**src/rtl/mux_scan_ctrl_pkg.sv**
```systemverilog
// Shared types and defaults for the mux scan sequencer.
// State encoding, default widths and dwell counter width.
package mux_scan_ctrl_pkg;

  localparam int DW_DEF  = 2;
  localparam int NCH_DEF = 4;
  localparam int CNT_W   = 4;
  localparam int SEL_W   = 2;

  typedef enum logic [1:0] {
    ST_IDLE   = 2'd0,
    ST_SETTLE = 2'd1,
    ST_FIN    = 2'd2
  } state_e;

endpackage

```
**src/rtl/mux_scan_ctrl_next_chan_pick.sv**
```systemverilog
// Combinational priority finder over the channel mask.
// Ports: mask_i, cur_i -> next_o (lowest > cur), low_o, found_o.
module next_chan_pick
  import mux_scan_ctrl_pkg::*;
#(
  parameter int NCH = NCH_DEF
) (
  input  logic [NCH-1:0]   mask_i,
  input  logic [SEL_W-1:0] cur_i,
  output logic [SEL_W-1:0] next_o,
  output logic [SEL_W-1:0] low_o,
  output logic             found_o
);

  // Descending walk so the last hit is the lowest index.
  always_comb begin
    next_o  = '0;
    low_o   = '0;
    found_o = 1'b0;
    for (int i = NCH - 1; i >= 0; i--) begin
      if (mask_i[i]) begin
        low_o = SEL_W'(i);
      end
      if (mask_i[i] && (i > int'(cur_i))) begin
        next_o  = SEL_W'(i);
        found_o = 1'b1;
      end
    end
  end

endmodule

```
**src/rtl/mux_scan_ctrl.sv**
```systemverilog
// Scan sequencer driving a 4:1 mux select and capturing its output.
// Ports: start/cont/stop/chan_mask/mux_out in; sel, busy, samples, done out.
module mux_scan_ctrl
  import mux_scan_ctrl_pkg::*;
#(
  parameter int DW    = DW_DEF,
  parameter int NCH   = NCH_DEF,
  parameter int DWELL = 2
) (
  input  logic              clk,
  input  logic              rst,
  input  logic              start,
  input  logic              cont,
  input  logic              stop,
  input  logic [NCH-1:0]    chan_mask,
  input  logic [DW-1:0]     mux_out,
  output logic [1:0]        sel,
  output logic              busy,
  output logic              sample_valid,
  output logic [1:0]        sample_ch,
  output logic [DW-1:0]     sample_data,
  output logic [NCH*DW-1:0] ch_data,
  output logic              done
);

  localparam logic [CNT_W-1:0] LAST = CNT_W'(DWELL - 1);

  state_e              state_q, state_d;
  logic [SEL_W-1:0]    sel_q, sel_d;
  logic [CNT_W-1:0]    cnt_q, cnt_d;
  logic                busy_q, busy_d;
  logic                sv_q, sv_d;
  logic [SEL_W-1:0]    sch_q, sch_d;
  logic [DW-1:0]       sdat_q, sdat_d;
  logic [NCH*DW-1:0]   chd_q, chd_d;
  logic [NCH-1:0]      mask_q, mask_d;
  logic                cont_q, cont_d;

  logic [NCH-1:0]      pick_mask;
  logic [SEL_W-1:0]    nxt, low;
  logic                found;

  // In IDLE the first channel comes from the live mask.
  assign pick_mask = (state_q == ST_IDLE) ? chan_mask : mask_q;

  next_chan_pick #(
    .NCH (NCH)
  ) u_pick (
    .mask_i  (pick_mask),
    .cur_i   (sel_q),
    .next_o  (nxt),
    .low_o   (low),
    .found_o (found)
  );

  always_comb begin
    state_d = state_q;
    sel_d   = sel_q;
    cnt_d   = cnt_q;
    busy_d  = busy_q;
    sv_d    = 1'b0;
    sch_d   = sch_q;
    sdat_d  = sdat_q;
    chd_d   = chd_q;
    mask_d  = mask_q;
    cont_d  = cont_q;
    unique case (state_q)
      ST_IDLE: begin
        if (start) begin
          if (|chan_mask) begin
            mask_d  = chan_mask;
            cont_d  = cont;
            sel_d   = low;
            cnt_d   = '0;
            busy_d  = 1'b1;
            state_d = ST_SETTLE;
          end else begin
            state_d = ST_FIN;
          end
        end
      end
      ST_SETTLE: begin
        cnt_d = cnt_q + 1'b1;
        if (cnt_q == LAST) begin
          sv_d   = 1'b1;
          sch_d  = sel_q;
          sdat_d = mux_out;
          chd_d[int'(sel_q)*DW +: DW] = mux_out;
          cnt_d  = '0;
          // A stop on the capture edge keeps sel on this channel.
          if (!stop) begin
            if (found) begin
              sel_d = nxt;
            end else if (cont_q) begin
              sel_d = low;
            end else begin
              state_d = ST_FIN;
              busy_d  = 1'b0;
            end
          end
        end
        if (stop) begin
          state_d = ST_IDLE;
          busy_d  = 1'b0;
          cnt_d   = '0;
        end
      end
      ST_FIN: begin
        state_d = ST_IDLE;
      end
      default: begin
        state_d = ST_IDLE;
      end
    endcase
  end

  always_ff @(posedge clk or posedge rst) begin
    if (rst) begin
      state_q <= ST_IDLE;
      sel_q   <= '0;
      cnt_q   <= '0;
      busy_q  <= 1'b0;
      sv_q    <= 1'b0;
      sch_q   <= '0;
      sdat_q  <= '0;
      chd_q   <= '0;
      mask_q  <= '0;
      cont_q  <= 1'b0;
    end else begin
      state_q <= state_d;
      sel_q   <= sel_d;
      cnt_q   <= cnt_d;
      busy_q  <= busy_d;
      sv_q    <= sv_d;
      sch_q   <= sch_d;
      sdat_q  <= sdat_d;
      chd_q   <= chd_d;
      mask_q  <= mask_d;
      cont_q  <= cont_d;
    end
  end

  assign sel          = sel_q;
  assign busy         = busy_q;
  assign sample_valid = sv_q;
  assign sample_ch    = sch_q;
  assign sample_data  = sdat_q;
  assign ch_data      = chd_q;
  assign done         = (state_q == ST_FIN);

endmodule

```
**config.mk**
```make
export PLATFORM = sky130hd
export DESIGN_NAME = mux_scan_ctrl
export DESIGN_NICKNAME = d
export VERILOG_FILES = /design/src/rtl/mux_scan_ctrl_pkg.sv /design/src/rtl/mux_scan_ctrl_next_chan_pick.sv /design/src/rtl/mux_scan_ctrl.sv
export SDC_FILE = /design/constraint.sdc
export NUM_CORES = 1
export LEC_CHECK = 0
export ABC_AREA = 1
export CAP_MARGIN = 20
export CORE_AREA = 2 2 57 64
export CTS_CLUSTER_DIAMETER = 60
export DETAILED_ROUTE_END_ITERATION = 10
export DIE_AREA = 0 0 59 66
export PLACE_DENSITY = 0.72
export SYNTH_ARGS = -nofsm -noshare
export SYNTH_HDL_FRONTEND = slang
export SYNTH_SLANG_ARGS = --single-unit
export TNS_END_PERCENT = 1
```
**constraint.sdc**
```tcl
create_clock -name clk -period 2.14 [get_ports clk]
set_clock_uncertainty 0.1 [all_clocks]
set_input_delay 0.642 -clock clk [delete_from_list [all_inputs] [get_ports clk]]
set_output_delay 0.642 -clock clk [all_outputs]
set_load 0.05 [all_outputs]
```
## Yosys cells after proc, flatten, opt, wreduce, memory -nomap -nowiden

Index checks and enable logic that the tools add are counted.

| word-level totals | value |
|---|---|
| register bits after elaboration | 27 |
| output and inout port bits | 17 |

| cells by class | value |
|---|---|
| $add $sub $neg | 2 |
| magnitude comparators | 3 |
| equal/unequal tests | 11 |
| shift operators | 2 |
| muxes and demuxes | 40 |
| reductions and logical operators | 12 |

Operator list:

| operator | number |
|---|---|
| $mux W2 | 19 |
| $neg A3 Y33 | 1 |
| $shift A2 B33 Y8 const A | 1 |
| $shiftx A2 B33 Y8 | 1 |
| $mux W4 | 5 |
| $ne A3 B3 Y1 const B | 4 |
| $reduce_and A6 Y1 | 2 |
| $mux W1 | 11 |
| $bwmux W8 | 1 |
| $pmux W2 S2 | 2 |
| $pmux W4 S2 | 1 |
| $ne A2 B2 Y1 const B | 3 |
| $reduce_and A3 Y1 | 2 |
| $add A4 B1 Y4 const B | 1 |
| $eq A4 B1 Y1 const B | 1 |
| $gt A2 B2 Y1 const A | 2 |
| $reduce_and A4 Y1 | 1 |
| $reduce_or A4 Y1 | 1 |
| $logic_and A1 B1 Y1 | 3 |
| $eq A2 B1 Y1 const B | 1 |
| $eq A2 B2 Y1 const B | 1 |
| $gt A1 B2 Y1 const A | 1 |
| $logic_not A2 Y1 | 1 |
| $ne A2 B1 Y1 const B | 1 |
| 3 further kinds | 3 |

## Longest topological paths before layout

| depth | value |
|---|---|
| depth after elaboration | 11 |
| gate-level depth with buffers | 10 |

## Modules after synthesis

A second synthesis with hierarchy kept.

| unflattened totals | value |
|---|---|
| cell total of the unflattened synthesis | 195 |
| area total of the unflattened synthesis | 1521.5 um^2 |

Modules (own cells, without submodules):

| module | times used | cells an instance | area an instance (um^2) | sequential area each (um^2) |
|---|---|---|---|---|
| mux_scan_ctrl | 1 | 178 | 1447.6 | 675.6 |
| next_chan_pick | 1 | 17 | 73.8 | 0.0 |

## Worst setup path after synthesis

Ideal clock, no wire load.

| path | value |
|---|---|
| path kind | register to register |
| start point | register sel_q[0], in the netlist sel[0] |
| end point | register chd_q[5], in the netlist ch_data[5] |
| library setup time | 0.128 ns |
| data arrival time | 1.850 ns |
| path slack | 0.062 ns |
| cell stages (with the launch flop) | 6 |
| path through | dfrtp_1 -> inv_1 -> ha_1 -> inv_1 -> nor4_1 -> mux2_1 |

| between the ends | value |
|---|---|
| word-level cells in the longest chain between the ends | 3 |
| elaborated cells between the ends (all ways) | 4 |
| classes of those cells | add/sub (1); shift (2); mux (1) |

Ends and longest elaborated chain:

| element | line | RTL |
|---|---|---|
| from (decl) | mux_scan_ctrl.sv:29 | `logic [SEL_W-1:0] sel_q, sel_d;` |
| from (signal assigned) | mux_scan_ctrl.sv:131 | `sel_q <= sel_d;` |
| $neg A3 Y33 * | mux_scan_ctrl.sv:88 | `chd_d[int'(sel_q)*DW +: DW] = mux_out;` |
| $shiftx A2 B33 Y8 or $shift A2 B33 Y8 (tied branches) | mux_scan_ctrl.sv:88 |  |
| $bwmux W8 * | mux_scan_ctrl.sv:88 |  |
| to (signal assigned) | mux_scan_ctrl.sv:137 | `chd_q <= chd_d;` |
| to (decl) | mux_scan_ctrl.sv:35 | `logic [NCH*DW-1:0] chd_q, chd_d;` |

Mark *: on every way between the ends. The rest lies on a longest branch, timed or not.
A chain may end at the register's enable or synchronous reset.

## Worst setup path in the final report

| path | value |
|---|---|
| start point | register state_q[1] |
| end point | output port done |

| between the ends | value |
|---|---|
| word-level cells in the longest chain between the ends | 1 |

Ends and longest elaborated chain:

| element | line | RTL |
|---|---|---|
| from (decl) | mux_scan_ctrl.sv:28 | `state_e state_q, state_d;` |
| from (signal assigned) | mux_scan_ctrl.sv:130 | `state_q <= state_d;` |
| $eq A2 B2 Y1 | mux_scan_ctrl.sv:149 | `assign done = (state_q == ST_FIN);` |
| to (decl) | mux_scan_ctrl.sv:23 | `output logic done` |

Every way passes these cells.

==> metrics <==
Die Area=3890 µm²; Ant. Diodes=0; top cells by area, synth=dfrtp_1 44%, nand2_1 8.3%, ha_1 7.3%; clk slew on worst S/H paths=0.15 ns; initial core utilization=0.475; HPWL after detailed placement=2450 µm; Critical Path End Type=output pin; initial antenna violation count=0; run status=completed; delay of the slowest cell on the worst path=0.50 ns; Most Used Layer, Global Route=met2; worst skew pair latency=around 0.32 ns; CTS tree=yes; most instantiated library cell after synthesis=nand2_1; Final Util=0.584; Tmin final=1.99 ns; Max Clk Rate=501 MHz; Avg Inst Size Synth=between 8 and 9 µm²; setup bufs post-CTS=0; vias in the first global route=1296; syn_nets=between 200 and 250; Flop pwr share=0.292; P_leak=0.000944 µW; layout cells sized above 1=0.234; Die Span Y=66 µm; hold wc startpoint=ch_data[2]$_DFFE_PP0P_; kind of critical path=register to output pin; crit start category=register; row count=22; combinational fraction of design power=0.629; Yosys top cell area share=0.438; post-synth top area cell=dfrtp_1; DRC Markers=0; Worst Hold Class=register to register; ys flop type=dfrtp_1; Post-synth ARST share=1.00; port buffer count=27; Area Growth Syn to Fin=22.9%; WP data arrival=1.25 ns; cell-internal power=roughly 1400 µW; switching share of power=0.520; Pins Over Slew Limit=0; CP bufs+invs=2; buffer depth of the longest clock path=2; Switch Pwr=between 1000 and 1500 µW; Root Driver=clkbuf_4; number of synthesized register bits=27; 1st-iter DRT viols=55; CTS Buf Count=3; Hold Violations, Final=0; yosys warns=0; Syn Inst Count=182; IO Count=28; gr usage total=0.173; core area=around 3200 µm²; overall power=2870 µW; Reg2Reg Launch Point=sel[1]$_DFFE_PP0P_; final setup violation count=0; Max-cap violations=0; largest net degree at the start of global routing=28; ANT nets after route=0; Power Dens Cells=1510 nW/µm²; die extent in x=59 µm; Synth top cells by count=34 x nand2_1, 27 x dfrtp_1, 23 x inv_1; RePlAce Congestion=0.894; Slowest cell on crit path=dfrtp_1; CTS Hold Bufs=0; Post-synth EDFFs=0; Post-Syn Area=1540 µm²; Pre-Repair DR Iteration Count=4; crit-path leading delay family=flip-flops; Distinct cells, synth=27; global routing met1 resource utilization=0.204; CP Cell Sequence=inv_2, nor2_1, buf_12; routing usage on met2=0.314; vias post-DR=1303; Via-to-Cell Ratio=5.21; Slew headroom=0.749; DR WL/cell=12.0 µm; WL final=approximately 3000 µm; post-cts resize count=0; H-tree Lvls=1; Max FO, Critical Path=4; post-route setup TNS=0 ns; total grt overflow=0; Slew @ Worst Pin=0.372 ns; met3 Use GR=0.0254; Nets=235; peak supply drop=between 600 and 700 µV; hold_ws=slightly above 0.4 ns; required time of the worst setup path=1.40 ns; register area share after synthesis=0.438; power share of the clock group=0.079; RSZ-0062 raised after global routing=no; final period utilization=0.932; CTS sink count=27; first-pass GRT wire length=5280 µm; Worst Setup SP=state_q[1]$_DFFE_PP0P_
metrics by stage:
stage / worst slack (ns) / cell area (µm²) / instances
after global placement: 0.111 / 1870 / 246
after CTS: 0.131 / 1900 / 250
after detailed placement: 0.0782 / 1870 / 246
after floorplan: 0.0621 / 1540 / 182
after global routing: 0.0572 / 1900 / 250
final: 0.145 / 1900 / 250
power by group through the flow:
stage               combinational (µW)  sequential, µW  clock (µW)
finish                            1800             838         227
global route                      1980             864         259
CTS                               1820             838         234
detailed placement                1820             851           0
global placement                  1770             841           0
floorplan                          897            1250           0
kinds of logic (layout without fill, tap and decap cells):
| group | after synthesis | count (layout) | synth area share |
|---|---|---|---|
| mux | 6 | 6 | 0.0438 |
| fa+ha+maj | 9 | 9 | 0.0730 |
| simple gates | 85 | 85 | 0.281 |
| flops | 27 | 27 | 0.438 |
| buf+inv | 31 | 63 | 0.0770 |
| compound gates | 24 | 24 | 0.0876 |
path summary, 6_finish.rpt:
path	endpoint	depth (start not counted)	slack, ns
max	done	3	0.15
min	ch_data[2]$_DFFE_PP0P_	1	0.40
max reg2reg	ch_data[4]$_DFFE_PP0P_	5	0.30
min reg2reg	ch_data[2]$_DFFE_PP0P_	1	0.40
max in group asynchronous	sel[1]$_DFFE_PP0P_	3	1.14
min in group asynchronous	sample_data[1]$_DFFE_PP0P_	3	0.55
registers in the layout, summed over array words and instances, names as in the netlist:
register	count
cont_q	1
busy	1
cnt_q	4
sample_ch	2
ch_data	8
sample_valid	1
sample_data	2
sel	2
mask_q	4
state_q	2
worst register-to-register path, delay by kind of cell, from the launching register on:
| kind | cells | cell delay (ns) |
|---|---|---|
| mux | 1 | 0.20 |
| flops | 1 | 0.55 |
| fa+ha+maj | 1 | 0.39 |
| simple gates | 1 | 0.30 |
| buf+inv | 2 | 0.27 |
cells in the final DEF, fill, tap and decap left out, types with 7 or more instances in the layout:
cell             netlist  routed
nand3_1               11      11
o21ai_0                7       7
ha_1                   9       9
inv_1                 23      23
buf_4                  0      17
nand2_1               34      34
o21ai_1                9       9
clkdlybuf4s50_1        0      10
nor2_1                10      10
nor2_2                 7       7
dfrtp_1               27      27
layout make-up:
cell class,count,area [µm²]
Clock inverter,1,7.51
Inverter,29,109
Sequential cell,27,676
Tap cell,36,45.0
Fill cell,325,1350
Clock buffer,3,22.5
Multi-Input combinational cell,124,748
Timing Repair Buffer,30,288
routing by layer:
| layer | vias to the layer above | part of all wire |
|---|---|---|
| li1 | 665 | - |
| met1 | 590 | 0.43 |
| met2 | 41 | 0.51 |
| met3 | 7 | 0.049 |
| met4 | 0 | 0.018 |
| met5 | - | 0 |
(Power assumes the default switching activity.)
